File: config.mk
export PLATFORM = sky130hd
export DESIGN_NAME = quic_hdr_parser
export DESIGN_NICKNAME = d
export VERILOG_FILES = /design/src/rtl/quic_hdr_parser.sv
export SDC_FILE = /design/constraint.sdc
export NUM_CORES = 1
export LEC_CHECK = 0
export ABC_AREA = 1
export CAP_MARGIN = 5
export CORE_MARGIN = 10
export CORE_UTILIZATION = 50
export CTS_CLUSTER_SIZE = 25
export DETAILED_ROUTE_END_ITERATION = 6
export PLACE_DENSITY_LB_ADDON = 0.12
export SLEW_MARGIN = 25
export SYNTH_ARGS = -nofsm -noshare
export SYNTH_HDL_FRONTEND = slang
export SYNTH_SLANG_ARGS = --single-unit
File: constraint.sdc
create_clock -name clk -period 4.5 [get_ports clk]
set_clock_uncertainty 0.1 [all_clocks]
set_input_delay 0.9 -clock clk [delete_from_list [all_inputs] [get_ports clk]]
set_output_delay 0.9 -clock clk [all_outputs]
set_load 0.03 [all_outputs]
File: src/rtl/quic_hdr_parser.sv
// quic_hdr_parser: byte-serial QUIC packet header parser.
// Accepts one byte per cycle while in_valid is high and extracts the long-header fields
// (version check, DCID/SCID, token length, payload length) or short-header DCID.
// Field outputs are registered and stay stable from the hdr_valid pulse until the
// first byte of the next packet.
//
// Optional feature: define QUIC_SHORT_HDR_EN to parse short-header packets; otherwise a
// first byte with bit7=0 is rejected with err_code 5.
//
// Ports:
//   clk, rst                 clock (rising edge), asynchronous active-low reset
//   in_valid/in_data/in_last byte stream; in_last marks the final byte of a packet
//   hdr_valid                one-cycle pulse when the header is complete
//   hdr_long/hdr_type/pn_len first-byte derived fields
//   dcid_len/scid_len        connection ID lengths in bytes
//   dcid/scid                connection IDs, first byte in MSBs, zero padded
//   token_len/payload_len    decoded variable-length integers
//   err/err_code             one-cycle error pulse; cause held until next packet
//   busy                     high while a packet is being consumed
module quic_hdr_parser #(
   parameter int unsigned MAX_CID_LEN    = 20,
   parameter int unsigned SHORT_DCID_LEN = 8,
   parameter logic [31:0] VERSION        = 32'h0000_0001,
   localparam int unsigned CLW = $clog2(MAX_CID_LEN + 1)
) (
   input  logic                     clk,
   input  logic                     rst,
   input  logic                     in_valid,
   input  logic [7:0]               in_data,
   input  logic                     in_last,
   output logic                     hdr_valid,
   output logic                     hdr_long,
   output logic [1:0]               hdr_type,
   output logic [1:0]               pn_len,
   output logic [CLW-1:0]           dcid_len,
   output logic [CLW-1:0]           scid_len,
   output logic [8*MAX_CID_LEN-1:0] dcid,
   output logic [8*MAX_CID_LEN-1:0] scid,
   output logic [61:0]              token_len,
   output logic [61:0]              payload_len,
   output logic                     err,
   output logic [2:0]               err_code,
   output logic                     busy
);

   localparam logic [7:0]     MaxCid8  = 8'(MAX_CID_LEN);
   localparam logic [CLW-1:0] ShortLen = CLW'(SHORT_DCID_LEN);

   typedef enum logic [3:0] {
      StIdle, StVer, StDcil, StDcid, StScil, StScid, StTokl, StTok, StLen,
`ifdef QUIC_SHORT_HDR_EN
      StSdcid,
`endif
      StPayload, StDrain
   } state_e;

   state_e                   state_q, state_d;
   logic [4:0]               cnt_q, cnt_d;       // CID byte index / var-int bytes remaining
   logic [23:0]              ver_q, ver_d;
   logic [61:0]              tok_rem_q, tok_rem_d;
   logic                     hdr_valid_q, hdr_valid_d, err_q, err_d;
   logic                     hdr_long_q, hdr_long_d;
   logic [1:0]               hdr_type_q, hdr_type_d, pn_len_q, pn_len_d;
   logic [CLW-1:0]           dcid_len_q, dcid_len_d, scid_len_q, scid_len_d;
   logic [8*MAX_CID_LEN-1:0] dcid_q, dcid_d, scid_q, scid_d;
   logic [61:0]              token_len_q, token_len_d, payload_len_q, payload_len_d;
   logic [2:0]               err_code_q, err_code_d;

   logic       done, fail, scid_end, vi_done;
   logic [2:0] code;

   always_comb begin
      state_d       = state_q;
      cnt_d         = cnt_q;
      ver_d         = ver_q;
      tok_rem_d     = tok_rem_q;
      hdr_valid_d   = 1'b0;
      err_d         = 1'b0;
      hdr_long_d    = hdr_long_q;
      hdr_type_d    = hdr_type_q;
      pn_len_d      = pn_len_q;
      dcid_len_d    = dcid_len_q;
      scid_len_d    = scid_len_q;
      dcid_d        = dcid_q;
      scid_d        = scid_q;
      token_len_d   = token_len_q;
      payload_len_d = payload_len_q;
      err_code_d    = err_code_q;
      done          = 1'b0;
      fail          = 1'b0;
      scid_end      = 1'b0;
      vi_done       = 1'b0;
      code          = 3'd0;
      if (in_valid) begin
         unique case (state_q)
            StIdle: begin
               // New packet: previous fields are released here.
               hdr_long_d    = in_data[7];
               hdr_type_d    = 2'd0;
               pn_len_d      = in_data[1:0];
               dcid_len_d    = '0;
               scid_len_d    = '0;
               dcid_d        = '0;
               scid_d        = '0;
               token_len_d   = '0;
               payload_len_d = '0;
               err_code_d    = 3'd0;
               cnt_d         = 5'd0;
               if (!in_data[6]) begin
                  fail = 1'b1;
                  code = 3'd1;
               end else if (in_data[7]) begin
                  hdr_type_d = in_data[5:4];
                  state_d    = StVer;
               end else begin
                  dcid_len_d = ShortLen;
`ifdef QUIC_SHORT_HDR_EN
                  if (SHORT_DCID_LEN == 0) done = 1'b1;
                  else state_d = StSdcid;
`else
                  fail = 1'b1;
                  code = 3'd5;
`endif
               end
            end
            StVer: begin
               ver_d = {ver_q[15:0], in_data};
               cnt_d = cnt_q + 5'd1;
               if (cnt_q == 5'd3) begin
                  cnt_d = 5'd0;
                  if ({ver_q, in_data} != VERSION) begin
                     fail = 1'b1;
                     code = 3'd2;
                  end else begin
                     state_d = StDcil;
                  end
               end
            end
            StDcil: begin
               if (in_data > MaxCid8) begin
                  fail = 1'b1;
                  code = 3'd3;
               end else begin
                  dcid_len_d = in_data[CLW-1:0];
                  state_d    = (in_data == 8'd0) ? StScil : StDcid;
               end
            end
            StDcid: begin
               dcid_d[8*(MAX_CID_LEN-1-32'(cnt_q)) +: 8] = in_data;
               cnt_d = cnt_q + 5'd1;
               if (cnt_q == 5'(dcid_len_q) - 5'd1) begin
                  cnt_d   = 5'd0;
                  state_d = StScil;
               end
            end
            StScil: begin
               if (in_data > MaxCid8) begin
                  fail = 1'b1;
                  code = 3'd3;
               end else begin
                  scid_len_d = in_data[CLW-1:0];
                  if (in_data == 8'd0) scid_end = 1'b1;
                  else state_d = StScid;
               end
            end
            StScid: begin
               scid_d[8*(MAX_CID_LEN-1-32'(cnt_q)) +: 8] = in_data;
               cnt_d = cnt_q + 5'd1;
               if (cnt_q == 5'(scid_len_q) - 5'd1) begin
                  cnt_d    = 5'd0;
                  scid_end = 1'b1;
               end
            end
            StTokl: begin
               // cnt_q == 0 marks the var-int prefix byte; otherwise bytes still to come.
               if (cnt_q == 5'd0) begin
                  token_len_d = {56'd0, in_data[5:0]};
                  cnt_d       = (5'd1 << in_data[7:6]) - 5'd1;
                  vi_done     = (in_data[7:6] == 2'd0);
               end else begin
                  token_len_d = {token_len_q[53:0], in_data};
                  cnt_d       = cnt_q - 5'd1;
                  vi_done     = (cnt_q == 5'd1);
               end
               if (vi_done) begin
                  tok_rem_d = token_len_d;
                  state_d   = (token_len_d == 62'd0) ? StLen : StTok;
               end
            end
            StTok: begin
               tok_rem_d = tok_rem_q - 62'd1;
               if (tok_rem_q == 62'd1) state_d = StLen;
            end
            StLen: begin
               if (cnt_q == 5'd0) begin
                  payload_len_d = {56'd0, in_data[5:0]};
                  cnt_d         = (5'd1 << in_data[7:6]) - 5'd1;
                  done          = (in_data[7:6] == 2'd0);
               end else begin
                  payload_len_d = {payload_len_q[53:0], in_data};
                  cnt_d         = cnt_q - 5'd1;
                  done          = (cnt_q == 5'd1);
               end
            end
`ifdef QUIC_SHORT_HDR_EN
            StSdcid: begin
               dcid_d[8*(MAX_CID_LEN-1-32'(cnt_q)) +: 8] = in_data;
               cnt_d = cnt_q + 5'd1;
               if (cnt_q == 5'(ShortLen) - 5'd1) begin
                  cnt_d = 5'd0;
                  done  = 1'b1;
               end
            end
`endif
            default: ;  // StPayload / StDrain: discard bytes until in_last
         endcase

         if (scid_end) begin
            if (hdr_type_q == 2'd3) done = 1'b1;      // Retry: no token or length
            else if (hdr_type_q == 2'd0) state_d = StTokl;
            else state_d = StLen;
         end

         if (fail) begin
            err_d      = 1'b1;
            err_code_d = code;
            state_d    = in_last ? StIdle : StDrain;
         end else if (done) begin
            hdr_valid_d = 1'b1;
            state_d     = in_last ? StIdle : StPayload;
         end else if (in_last) begin
            if (state_q != StPayload && state_q != StDrain) begin
               err_d      = 1'b1;
               err_code_d = 3'd4;                    // truncated header
            end
            state_d = StIdle;
         end
      end
   end

   always_ff @(posedge clk or negedge rst) begin
      if (!rst) begin
         state_q       <= StIdle;
         cnt_q         <= '0;
         ver_q         <= '0;
         tok_rem_q     <= '0;
         hdr_valid_q   <= 1'b0;
         err_q         <= 1'b0;
         hdr_long_q    <= 1'b0;
         hdr_type_q    <= '0;
         pn_len_q      <= '0;
         dcid_len_q    <= '0;
         scid_len_q    <= '0;
         dcid_q        <= '0;
         scid_q        <= '0;
         token_len_q   <= '0;
         payload_len_q <= '0;
         err_code_q    <= '0;
      end else begin
         state_q       <= state_d;
         cnt_q         <= cnt_d;
         ver_q         <= ver_d;
         tok_rem_q     <= tok_rem_d;
         hdr_valid_q   <= hdr_valid_d;
         err_q         <= err_d;
         hdr_long_q    <= hdr_long_d;
         hdr_type_q    <= hdr_type_d;
         pn_len_q      <= pn_len_d;
         dcid_len_q    <= dcid_len_d;
         scid_len_q    <= scid_len_d;
         dcid_q        <= dcid_d;
         scid_q        <= scid_d;
         token_len_q   <= token_len_d;
         payload_len_q <= payload_len_d;
         err_code_q    <= err_code_d;
      end
   end

   assign hdr_valid   = hdr_valid_q;
   assign err         = err_q;
   assign hdr_long    = hdr_long_q;
   assign hdr_type    = hdr_type_q;
   assign pn_len      = pn_len_q;
   assign dcid_len    = dcid_len_q;
   assign scid_len    = scid_len_q;
   assign dcid        = dcid_q;
   assign scid        = scid_q;
   assign token_len   = token_len_q;
   assign payload_len = payload_len_q;
   assign err_code    = err_code_q;
   assign busy        = (state_q != StIdle);

endmodule

==> flow_metrics.env <==
export IMPL_status="completed"
export IMPL_cts_resized=0
export IMPL_tritoncts="done"
export IMPL_endpoint_kind="flop"
export IMPL_syn_area_mm2=0.0269
export IMPL_hold_slack_ns=0.236
export IMPL_num_rows=84
export IMPL_post_cts_setup_buffer_count=0
export IMPL_drt_pass1_iterations=6
export IMPL_worstMarginPinSlew_ns=1.09
export IMPL_fin_setup_tns_ns=0
export IMPL_fp_coreArea_mm2=0.0530
export IMPL_htree_levels=2
export IMPL_grt_max_degree=97
export IMPL_reg2reg_from="cnt_q[2]$_DFFE_PN0P_"
export IMPL_fin_crit_sh_pct=87.3
export IMPL_numCtsBuffers=57
export IMPL_fmax_ghz=0.255
export IMPL_reg2reg_slack_ns=0.57
export IMPL_synth_ff_type="dfrtp_1"
export IMPL_ant_nets=0
export IMPL_reg2reg_depth=20
export IMPL_rsz0062_at_grt="false"
export IMPL_mostFrequentLayoutCell="nand2_1"
export IMPL_io_buffers=476
export IMPL_crit_family="simple AND/OR/NAND/NOR gates"
export IMPL_async_reset_ff_share_pct=100
export IMPL_die_h_um=252
export IMPL_avgSynthCellArea_um2=8.10
export IMPL_critPathMaxStageDelay_ns=0.55
export IMPL_die_w_um=252
export IMPL_path_class="flop to flop"
export IMPL_ys_seq_elements=559
export IMPL_setup_violations=0
export IMPL_cp_common_cell="nand2_1"
export IMPL_cts_root_buffer="clkbuf_16"
export IMPL_drt_iter0_drc=2758
export IMPL_postCtsHoldBufs=0
export IMPL_stdcell_count=4503
export IMPL_synth_cell_types=52
export IMPL_hold_path_class="input pin to asynchronous set/reset pin"
export IMPL_grt_pass1_wl_um=150000
export IMPL_dieArea_mm2=0.0635
export IMPL_area_growth_pct=28.4
export IMPL_worstPathRequired_ns=4.90
export IMPL_mostFrequentLayoutCells="1035 x nand2_1, 559 x dfrtp_1, 475 x clkdlybuf4s50_1"
export IMPL_drt_wirelength_per_cell_um=21.8
export IMPL_vdd_drop_max_v=0.000470
export IMPL_start_util_pct=50.8
export IMPL_arrival_ns=4.33
export IMPL_synthesis_nets=3355
export IMPL_yosysWarningCount=0
export IMPL_wl_um=98400
export IMPL_rr_endpoint="scid[60]$_DFFE_PN0P_"
export IMPL_route_vias_total=26200
export IMPL_cpMaxStageDelayCell="dfrtp_1"
export IMPL_clk_pin_slew_worst_paths_ns=0.06
export IMPL_synth_edff_count=0
export IMPL_grt_ovfl_total=0
export IMPL_antenna_found_initial=1
export IMPL_netlist_instances=3322
export IMPL_fin_nets=3801
export IMPL_start_kind="flop"
export IMPL_clk_latency_ns=0.62
export IMPL_drc=0
export IMPL_p_per_area_mw_per_mm2=516
export IMPL_cts_buffer_depth=3
export IMPL_cap_violations=0
export IMPL_hold_viol_final=0
export IMPL_drive_gt1_share_pct=6.84
export IMPL_dp_hpwl_um=71000
export IMPL_slew_violations=0
export IMPL_io_pins=477
export IMPL_grt_pass1_vias=25300
export IMPL_track_usage_pct=30.0
export IMPL_cts_sinks=559
export IMPL_dp_cells=4397
export IMPL_critPathBufInv=4
export IMPL_finalCriticalPeriod_ns=3.93
export IMPL_path_cells="inv_6 -> ha_1 -> inv_2 -> nor2_4 -> nor2_2 -> nand3_2 -> nor2_1 -> inv_1 -> ha_1 -> buf_4 -> nor2_1 -> nand3_1 -> nand2_1 -> nand4_1 -> nor2_2 -> nand3_1 -> nand2_1 -> nand2_1 -> nand2_1 -> nand2_1"
export IMPL_routabilityCongestion=0.975
export IMPL_crit_cells=20
export IMPL_cp_max_fo=19
export IMPL_p_leak_nw=16.7
export IMPL_maxSlewHeadroom_pct=27.3
export IMPL_viasPerCell=5.81
export IMPL_yosysSeqAreaShare_pct=52.0
[layout make-up]
cell class	instances	area [um2]
Fill cell	4480	18400
Sequential cell	559	14000
Multi-Input combinational cell	2337	11100
Timing Repair Buffer	558	5510
Clock buffer	83	1680
Inverter	255	977
Tap cell	688	861
Clock inverter	22	398
Antenna cell	1	2.50
[metrics by stage]
step,total power [mW],utilization (%),area (um2),setup WS [ns]
after floorplan,10.2,-,26900,1.15
after global placement,12.4,61.3,32500,0.729
after detailed placement,12.5,61.3,32500,0.627
after CTS,17.8,65.2,34600,0.611
after global routing,18.7,65.2,34600,0.210
final,17.8,65.2,34600,0.572
[worst reg2reg max path, delay by kind of cell, from the launching register on]
kind | cells | cell delay [ns]
and+or+nand+nor | 14 | 2.12
adders and majority gates | 2 | 0.59
DFF | 1 | 0.55
buffers and inverters | 4 | 0.46
[registers in the layout (all words and copies together), names as in the netlist]
| register | count |
|---|---|
| dcid_len | 5 |
| hdr_type | 2 |
| ver_q | 24 |
| err | 1 |
| pn_len | 2 |
| tok_rem_q | 62 |
| payload_len | 62 |
| cnt_q | 5 |
| hdr_long | 1 |
| scid | 160 |
| state_q | 4 |
| dcid | 160 |
| scid_len | 5 |
| err_code | 3 |
| token_len | 62 |
| hdr_valid | 1 |
[metal layers]
metal | vias up | GRT usage, % | wire length, um
li1 | 11900 | - | -
met1 | 12700 | 37.8 | 38400
met2 | 1339 | 49.9 | 47100
met3 | 229 | 6.64 | 9180
met4 | 0 | 11.1 | 3650
met5 | - | 0 | 0
[worst max path at each step]
stage / from / end / slack (ns)
4_1_cts: cnt_q[2]$_DFFE_PN0P_ / scid[60]$_DFFE_PN0P_ / 0.61
3_5_place_dp: cnt_q[2]$_DFFE_PN0P_ / scid[60]$_DFFE_PN0P_ / 0.63
6_report: cnt_q[2]$_DFFE_PN0P_ / scid[60]$_DFFE_PN0P_ / 0.57
3_3_place_gp: cnt_q[2]$_DFFE_PN0P_ / scid[61]$_DFFE_PN0P_ / 0.73
5_1_grt: cnt_q[3]$_DFFE_PN0P_ / scid[140]$_DFFE_PN0P_ / 0.21
2_1_floorplan: cnt_q[3]$_DFFE_PN0P_ / scid[32]$_DFFE_PN0P_ / 1.15
[synthesized netlist by cell type, types with 6 or more instances]
master	count	share of area, %
o211ai_1	10	0.28
nor2_2	13	0.30
o22ai_1	37	0.86
o31ai_1	11	0.31
nand4_1	169	3.9
xor2_1	36	1.2
ha_1	21	0.98
a21oi_1	60	1.1
inv_2	28	0.39
nand2_1	1036	14
o21ai_1	24	0.45
inv_1	218	3.0
nor2_1	289	4.0
buf_6	10	0.42
o21ai_0	180	3.3
buf_2	55	1.0
nor3_1	20	0.37
nand3_1	319	5.9
xnor2_1	11	0.36
clkinv_2	6	0.11
nand3_2	11	0.41
o32ai_1	45	1.5
dfrtp_1	559	52
clkbuf_1	74	1.0
buf_1	18	0.25
buf_4	13	0.36
[logic make-up (layout without fill, tap and decap cells)]
logic type | count (synthesis) | after routing | share of synthesized area, %
other | 0 | 1 | 0
XOR/XNOR | 47 | 47 | 1.53
buffers and inverters | 426 | 918 | 6.73
adder cells (fa/ha/maj) | 21 | 21 | 0.976
AO/OA/AOI/OAI | 381 | 381 | 8.22
flip-flops | 559 | 559 | 52.0
multiplexers | 2 | 2 | 0.0837
AND/OR/NAND/NOR | 1886 | 1886 | 30.5
[report_power, final]
group	leakage [nW]	switching [mW]	internal (mW)
clock	1.01	2.06	3.21
combinational	7.96	4.84	1.68
sequential	7.67	0.495	5.52
total	16.7	7.40	10.4
Note: power is estimated with default switching activity, not from simulation.
